## src/rtl/ps2_rx.sv

```systemverilog
// ps2_rx: PS/2 device-to-host frame receiver.
// Synchronizes and glitch-filters ps2_clk/ps2_data, then shifts in one
// 11-bit frame: start, 8 data bits LSB-first, odd parity, stop.
// Good bytes appear on data with a one-cycle valid pulse; parity, stop or
// timeout failures give a one-cycle err pulse.
// Build option: define PS2_RX_TIMEOUT_EN to build the mid-frame watchdog
// clocked by tick; without it tick is unused and a stalled frame waits for
// further edges or rst.
module ps2_rx #(
  parameter int unsigned FILTER_LEN    = 8,
  parameter int unsigned TIMEOUT_TICKS = 100
) (
  input  logic       clk,
  input  logic       rst,
  input  logic       tick,
  input  logic       ps2_clk,
  input  logic       ps2_data,
  output logic [7:0] data,
  output logic       valid,
  output logic       err,
  output logic       busy
);

  localparam int unsigned CNT_W = $clog2(TIMEOUT_TICKS + 1);

  typedef enum logic [1:0] {
    S_IDLE   = 2'd0,
    S_DATA   = 2'd1,
    S_PARITY = 2'd2,
    S_STOP   = 2'd3
  } state_t;

  logic                  clk_s1, clk_s2;
  logic                  dat_s1, dat_s2;
  logic [FILTER_LEN-1:0] filt_sr;
  logic                  filt_clk;
  logic                  fe;
  state_t                state;
  logic [2:0]            bit_cnt;
  logic [7:0]            shreg;
  logic                  par_ok;
  logic                  to_hit;

  // Two-stage synchronizers for both pins; idle-high reset value
  always_ff @(posedge clk or posedge rst) begin
    if (rst) begin
      clk_s1 <= 1'b1;
      clk_s2 <= 1'b1;
      dat_s1 <= 1'b1;
      dat_s2 <= 1'b1;
    end else begin
      clk_s1 <= ps2_clk;
      clk_s2 <= clk_s1;
      dat_s1 <= ps2_data;
      dat_s2 <= dat_s1;
    end
  end

  // Clock glitch filter with hysteresis; fe is registered alongside filt_clk
  always_ff @(posedge clk or posedge rst) begin
    if (rst) begin
      filt_sr  <= '1;
      filt_clk <= 1'b1;
      fe       <= 1'b0;
    end else begin
      filt_sr <= {filt_sr[FILTER_LEN-2:0], clk_s2};
      if (filt_sr == '0) begin
        filt_clk <= 1'b0;
        fe       <= filt_clk;
      end else if (&filt_sr) begin
        filt_clk <= 1'b1;
        fe       <= 1'b0;
      end else begin
        fe       <= 1'b0;
      end
    end
  end

`ifdef PS2_RX_TIMEOUT_EN
  logic [CNT_W-1:0] to_cnt;

  // The tick that would bring the count to TIMEOUT_TICKS aborts the frame
  assign to_hit = (state != S_IDLE) && tick &&
                  (to_cnt == CNT_W'(TIMEOUT_TICKS - 1));

  // Watchdog: counts ticks since the last filtered falling edge
  always_ff @(posedge clk or posedge rst) begin
    if (rst) begin
      to_cnt <= '0;
    end else if ((state == S_IDLE) || fe || to_hit) begin
      to_cnt <= '0;
    end else if (tick) begin
      to_cnt <= to_cnt + CNT_W'(1);
    end
  end
`else
  logic unused_tick;

  assign unused_tick = tick;
  assign to_hit      = 1'b0;
`endif

  // Frame FSM with registered data/valid/err/busy; an edge beats a timeout
  always_ff @(posedge clk or posedge rst) begin
    if (rst) begin
      state   <= S_IDLE;
      bit_cnt <= 3'd0;
      shreg   <= 8'h00;
      par_ok  <= 1'b0;
      data    <= 8'h00;
      valid   <= 1'b0;
      err     <= 1'b0;
      busy    <= 1'b0;
    end else begin
      valid <= 1'b0;
      err   <= 1'b0;
      if (fe) begin
        case (state)
          S_IDLE: begin
            if (!dat_s2) begin
              state   <= S_DATA;
              bit_cnt <= 3'd0;
              busy    <= 1'b1;
            end
          end
          S_DATA: begin
            shreg   <= {dat_s2, shreg[7:1]};
            bit_cnt <= bit_cnt + 3'd1;
            if (bit_cnt == 3'd7) begin
              state <= S_PARITY;
            end
          end
          S_PARITY: begin
            par_ok <= (^shreg) ^ dat_s2;
            state  <= S_STOP;
          end
          S_STOP: begin
            if (dat_s2 && par_ok) begin
              data  <= shreg;
              valid <= 1'b1;
            end else begin
              err   <= 1'b1;
            end
            state <= S_IDLE;
            busy  <= 1'b0;
          end
          default: begin
            state <= S_IDLE;
            busy  <= 1'b0;
          end
        endcase
      end else if (to_hit) begin
        err   <= 1'b1;
        state <= S_IDLE;
        busy  <= 1'b0;
      end
    end
  end

endmodule

```

## config.mk

```make
export PLATFORM = sky130hd
export DESIGN_NAME = ps2_rx
export DESIGN_NICKNAME = d
export VERILOG_FILES = /design/src/rtl/ps2_rx.sv
export SDC_FILE = /design/constraint.sdc
export NUM_CORES = 1
export LEC_CHECK = 0
export BUFFER_PORTS_ARGS = -buffer_cell sky130_fd_sc_hd__clkbuf_2
export CAP_MARGIN = 20
export CORE_UTILIZATION = 55
export DETAILED_ROUTE_END_ITERATION = 7
export PLACE_DENSITY = 0.84
export SLEW_MARGIN = 20
export SYNTH_ARGS = -nofsm -noshare
export SYNTH_HDL_FRONTEND = slang
export SYNTH_SLANG_ARGS = --single-unit
```

## constraint.sdc

```tcl
create_clock -name clk -period 1.7 [get_ports clk]
set_input_delay 0.17 -clock clk [delete_from_list [all_inputs] [get_ports clk]]
set_output_delay 0.17 -clock clk [all_outputs]
set_load 0.05 [all_outputs]
```

## After elaboration in Yosys (flattened, before gate mapping)

Cells that the tools add are included.

- Register bits after elaboration: 39

- Mux-type cells: 16
- Add/subtract/negate cells: 1
- Equality and inequality tests: 6
- Bitwise gates (word level): 1
- Reduce and logical (&&, ||, !) cells: 14

Operator list:

| cell | count |
|---|---|
| $reduce_and 3->1 | 4 |
| $mux 1 | 10 |
| $logic_not 8->1 | 1 |
| $pmux 2 s4 | 1 |
| $reduce_and 8->1 | 1 |
| $reduce_xor 8->1 | 1 |
| $pmux 3 s2 | 1 |
| $reduce_bool 2->1 | 3 |
| $eq 2x2->1 const B | 2 |
| $mux 2 | 2 |
| $ne 2x2->1 const B | 2 |
| $reduce_and 2->1 | 2 |
| $add 3x1->3 const B | 1 |
| $eq 3x3->1 const B | 1 |
| $mux 3 | 1 |
| $eq 2x1->1 const B | 1 |
| $logic_not 2->1 | 1 |
| $pmux 1 s2 | 1 |
| $logic_and 1x1->1 | 1 |
| $xor 1x1->1 | 1 |

## Depth between registers and ports, before layout

- Word-level depth: 4
- Gate-level depth with buffers: 6
- Gate-level depth less buffers: 6

## Least setup slack after synthesis

OpenSTA, ideal clock, no wires.

- Path type: register to register
- Start: reg dat_s2
- End: reg par_ok
- Setup time: 0.121 ns
- Stages on the path, launching flop included: 6
- Setup slack: 0.225 ns
- Clock period less this slack: 1.475 ns
- Data arrival time: 1.354 ns
- Data required time: 1.579 ns
- Cell sequence: dfstp_2 buf_6 xor2_1 xnor3_1 xnor2_1 o21ai_1

- Cells in the longest elaborated chain, start to end: 1

RTL lines:

| element | line | text |
|---|---|---|
| start: declaration | 34 | `logic dat_s1, dat_s2;` |
| start signal: assignment | 55 | `dat_s2 <= dat_s1;` |
| $xor 1x1->1 | 134 | `par_ok <= (^shreg) ^ dat_s2;` |
| end signal: assignment | 134 |  |
| end: declaration | 41 | `logic par_ok;` |

No other way between the ends.
A chain may end at the register's enable or synchronous reset.

## Worst setup path in the final report

- Start: reg state[1]
- End: reg bit_cnt[0]

- Cells in the longest elaborated chain, start to end: 3
- Elaborated cells between the ends (all ways): 6
- Those cells by class: eq/ne (2); mux (1); reduce/logical (3)

RTL lines:

| element | line | text |
|---|---|---|
| start: declaration | 38 | `state_t state;` |
| start signal: assignment | 106 | `state <= S_IDLE;` |
| start signal: assignment | 121 | `state <= S_DATA;` |
| start signal: assignment | 130 | `state <= S_PARITY;` |
| $eq 2x1->1 / $logic_not 2->1 (equally long branches) | 118 | `case (state)` |
| $reduce_bool 2->1 (no source line) / $ne 2x2->1 (equally long branches) | - |  |
| $reduce_and 3->1 (no source line) | - |  |
| end signal: assignment | 128 | `bit_cnt <= bit_cnt + 3'd1;` |
| end: declaration | 39 | `logic [2:0] bit_cnt;` |

Several ways; a longest one is shown, not always the timed one.

==> flow_summary.json <==
{
  "cp_num_buf_inv": 1,
  "skew_ps": 10.82,
  "grt_usage": 0.1938,
  "post-cts-setup-buffers": 0,
  "cp_max_fo": 9,
  "vias": 930,
  "synth-seq-cells": 39,
  "hp-class": "reg2reg",
  "crit_arrival_ps": 1870,
  "worstSetupPathType": "reg2reg",
  "area_delta_synth_final_pct": 15.92,
  "fin_util": 0.6954,
  "yosys_warnings": 0,
  "min-delay-start": "dat_s1",
  "placementRows": 18,
  "fp.dieW_um": 54.92,
  "relSlewSlack": 0.6930,
  "drv_slew": 0,
  "dieHeight_um": 54.92,
  "crit_chain": "inv_1 -> ha_1 -> nand2_1 -> a21oi_1 -> mux2_2",
  "worst_slew_pin_slew_ps": 460.5,
  "root_buffer": "clkbuf_4",
  "grt_overflow": 0,
  "start_kind": "flip-flop",
  "crit_start": "state[1]",
  "fmax_mhz": 635.3,
  "synth_seq_area_share": 0.6442,
  "numCtsBuffers": 5,
  "setup_viol": 0,
  "fin_setup_tns_ps": 0,
  "hpwlAfterDp_um": 1585,
  "period_needed_ps": 1574,
  "drv_cap": 0,
  "synthCells": 121,
  "drtIter0Drc": 12,
  "synthDistinctLibCells": 22,
  "cts_tree": "yes",
  "vdd_drop_max_mv": 0.8338,
  "drive_above_1_share": 0.3176,
  "syn-num-nets": 133,
  "vias_per_cell": 5.225,
  "finalHoldViolCount": 0,
  "fin_nets": 159,
  "grt_pass1_vias": 889,
  "grt_antenna_before_repair": 0,
  "grt_max_degree": 40,
  "antennaDiodeCount": 0,
  "cts_num_sinks": 39,
  "rsz0062_at_grt": "no",
  "outcome": "complete, no violations",
  "h-tree-depth": 2,
  "critPathCaptureType": "flip-flop",
  "fillers": 195,
  "insertion_delay_ps": 350,
  "core_area_um2": 2567,
  "drc": 0,
  "cp_top_family": "flip-flops",
  "powerDensity_nw_per_um2": 958.1,
  "fin_hold_ws_ps": 361.4,
  "avgSynthCellArea_um2": 12.73,
  "dieArea_um2": 3016,
  "critPathSlowestCell": "dfrtp_1",
  "netlist_area_um2": 1540,
  "period_share": 0.9259,
  "drtPass1Iterations": 4,
  "p_leak_uw": 0.0009056,
  "r2r-start": "state[1]",
  "wl_per_cell_um": 13.45,
  "ant_nets": 0,
  "pin_count": 16,
  "clockBufferDepth": 2,
  "start_util": 0.5999,
  "required_ps": 1990,
  "grt_pass1_wl_um": 3884,
  "io_buffers": 14,
  "clk_pin_slew_worst_paths_ps": 110,
  "routed_wl_um": 2394,
  "gp_congestion": 0.6749,
  "slowest_delay_ps": 440
}
-- cell type report --
cell class,instances,area [um2],share of cell area
Clock buffer,7,66.31,0.03714
Multi-Input combinational cell,75,514.2,0.2880
Clock inverter,1,30.03,0.01682
Timing Repair Buffer,20,122.6,0.06868
Inverter,6,22.52,0.01261
Sequential cell,39,992.2,0.5557
Tap cell,30,37.54,0.02102
-- worst register-to-register path, stage by stage, from the launching register on --
cell     delay (ps)
dfrtp_1         440
inv_1           120
ha_1            200
nand2_1         260
a21oi_1         310
mux2_2          200
-- flip-flops by register name, indices dropped and copies added, names as in the netlist, 2 cells and up --
signal   count
filt_sr      8
shreg        8
bit_cnt      3
state        2
data         8
-- per-layer routing --
layer	vias up	global-route usage	wire [um]
li1	451	-	-
met3	5	0.08470	93
met1	455	0.2269	1095
met5	-	0	0
met4	0	0.08333	28
met2	19	0.3092	1177
-- cells in the final DEF, fill, tap and decap left out, types with 4 or more instances in the layout --
cell / n
clkbuf_2: 14
dfstp_2: 13
inv_1: 5
dfrtp_1: 26
xnor2_1: 4
nand2_1: 30
clkbuf_4: 5
mux2_2: 10
ha_1: 7
-- synth_stat cells --
cell	n	area share
ha_1	7	0.057
a22o_1	3	0.017
o21ai_0	4	0.013
dfrtp_1	26	0.42
inv_1	5	0.012
a21oi_1	3	0.0097
mux2_2	10	0.073
nand2_1	30	0.073
nor4_1	2	0.0081
xnor3_1	1	0.015
and2_1	1	0.0041
nor2_1	1	0.0024
xor2_1	2	0.011
buf_6	1	0.0073
o21ai_1	1	0.0032
nor3_1	1	0.0032
a21boi_0	1	0.0049
dfstp_2	13	0.22
nand4_1	3	0.012
clkinv_1	1	0.0024
xnor2_1	4	0.023
nand2b_1	1	0.0041
-- logic make-up after synthesis --
logic type	Yosys count	share of synthesized area
AND/OR/NAND/NOR	39	0.1072
flip-flops	39	0.6442
AO/OA/AOI/OAI	12	0.04793
multiplexers	10	0.07311
XOR/XNOR	7	0.04874
buffers and inverters	7	0.02193
adder cells (fa/ha/maj)	7	0.05686
-- power breakdown --
| group | switching, uW | total, uW | leakage, uW | internal (uW) |
|---|---|---|---|---|
| Clock | 297 | 697 | 0.0000506 | 400 |
| Combinational | 26.4 | 45.0 | 0.000360 | 18.6 |
| Sequential | 10.4 | 969 | 0.000495 | 959 |
-- final timing paths --
| kind | slack, ps | to | depth (start not counted) |
|---|---|---|---|
| hold / removal | 360 | dat_s2 | 0 |
| setup / recovery | 130 | bit_cnt[0] | 5 |
| min in group asynchronous | 470 | fe | 4 |
| hold reg to reg | 360 | dat_s2 | 0 |
| max in group asynchronous | 880 | clk_s1 | 4 |
| setup reg to reg | 130 | bit_cnt[0] | 5 |
-- timing repair --
| action | CTS | global route |
|---|---|---|
| gates resized for setup | 0 | 1 |
| hold buffers | 3 | 0 |
| endpoints found under the setup margin | 0 | 1 |
| endpoints found under the hold margin | 28 | 0 |
-- per-stage QoR --
step | worst slack, ps | power [uW] | cell area [um2] | std cells
2_1_floorplan | 224.6 | 1012 | 1540 | 121
3_3_place_gp | 196.0 | 1024 | 1659 | 167
3_5_place_dp | 67.36 | 1027 | 1659 | 167
4_1_cts | 33.39 | 1733 | 1785 | 178
5_1_grt | 20.45 | 1783 | 1785 | 178
6_report | 125.9 | 1711 | 1785 | 178
(Power assumes the default switching activity.)
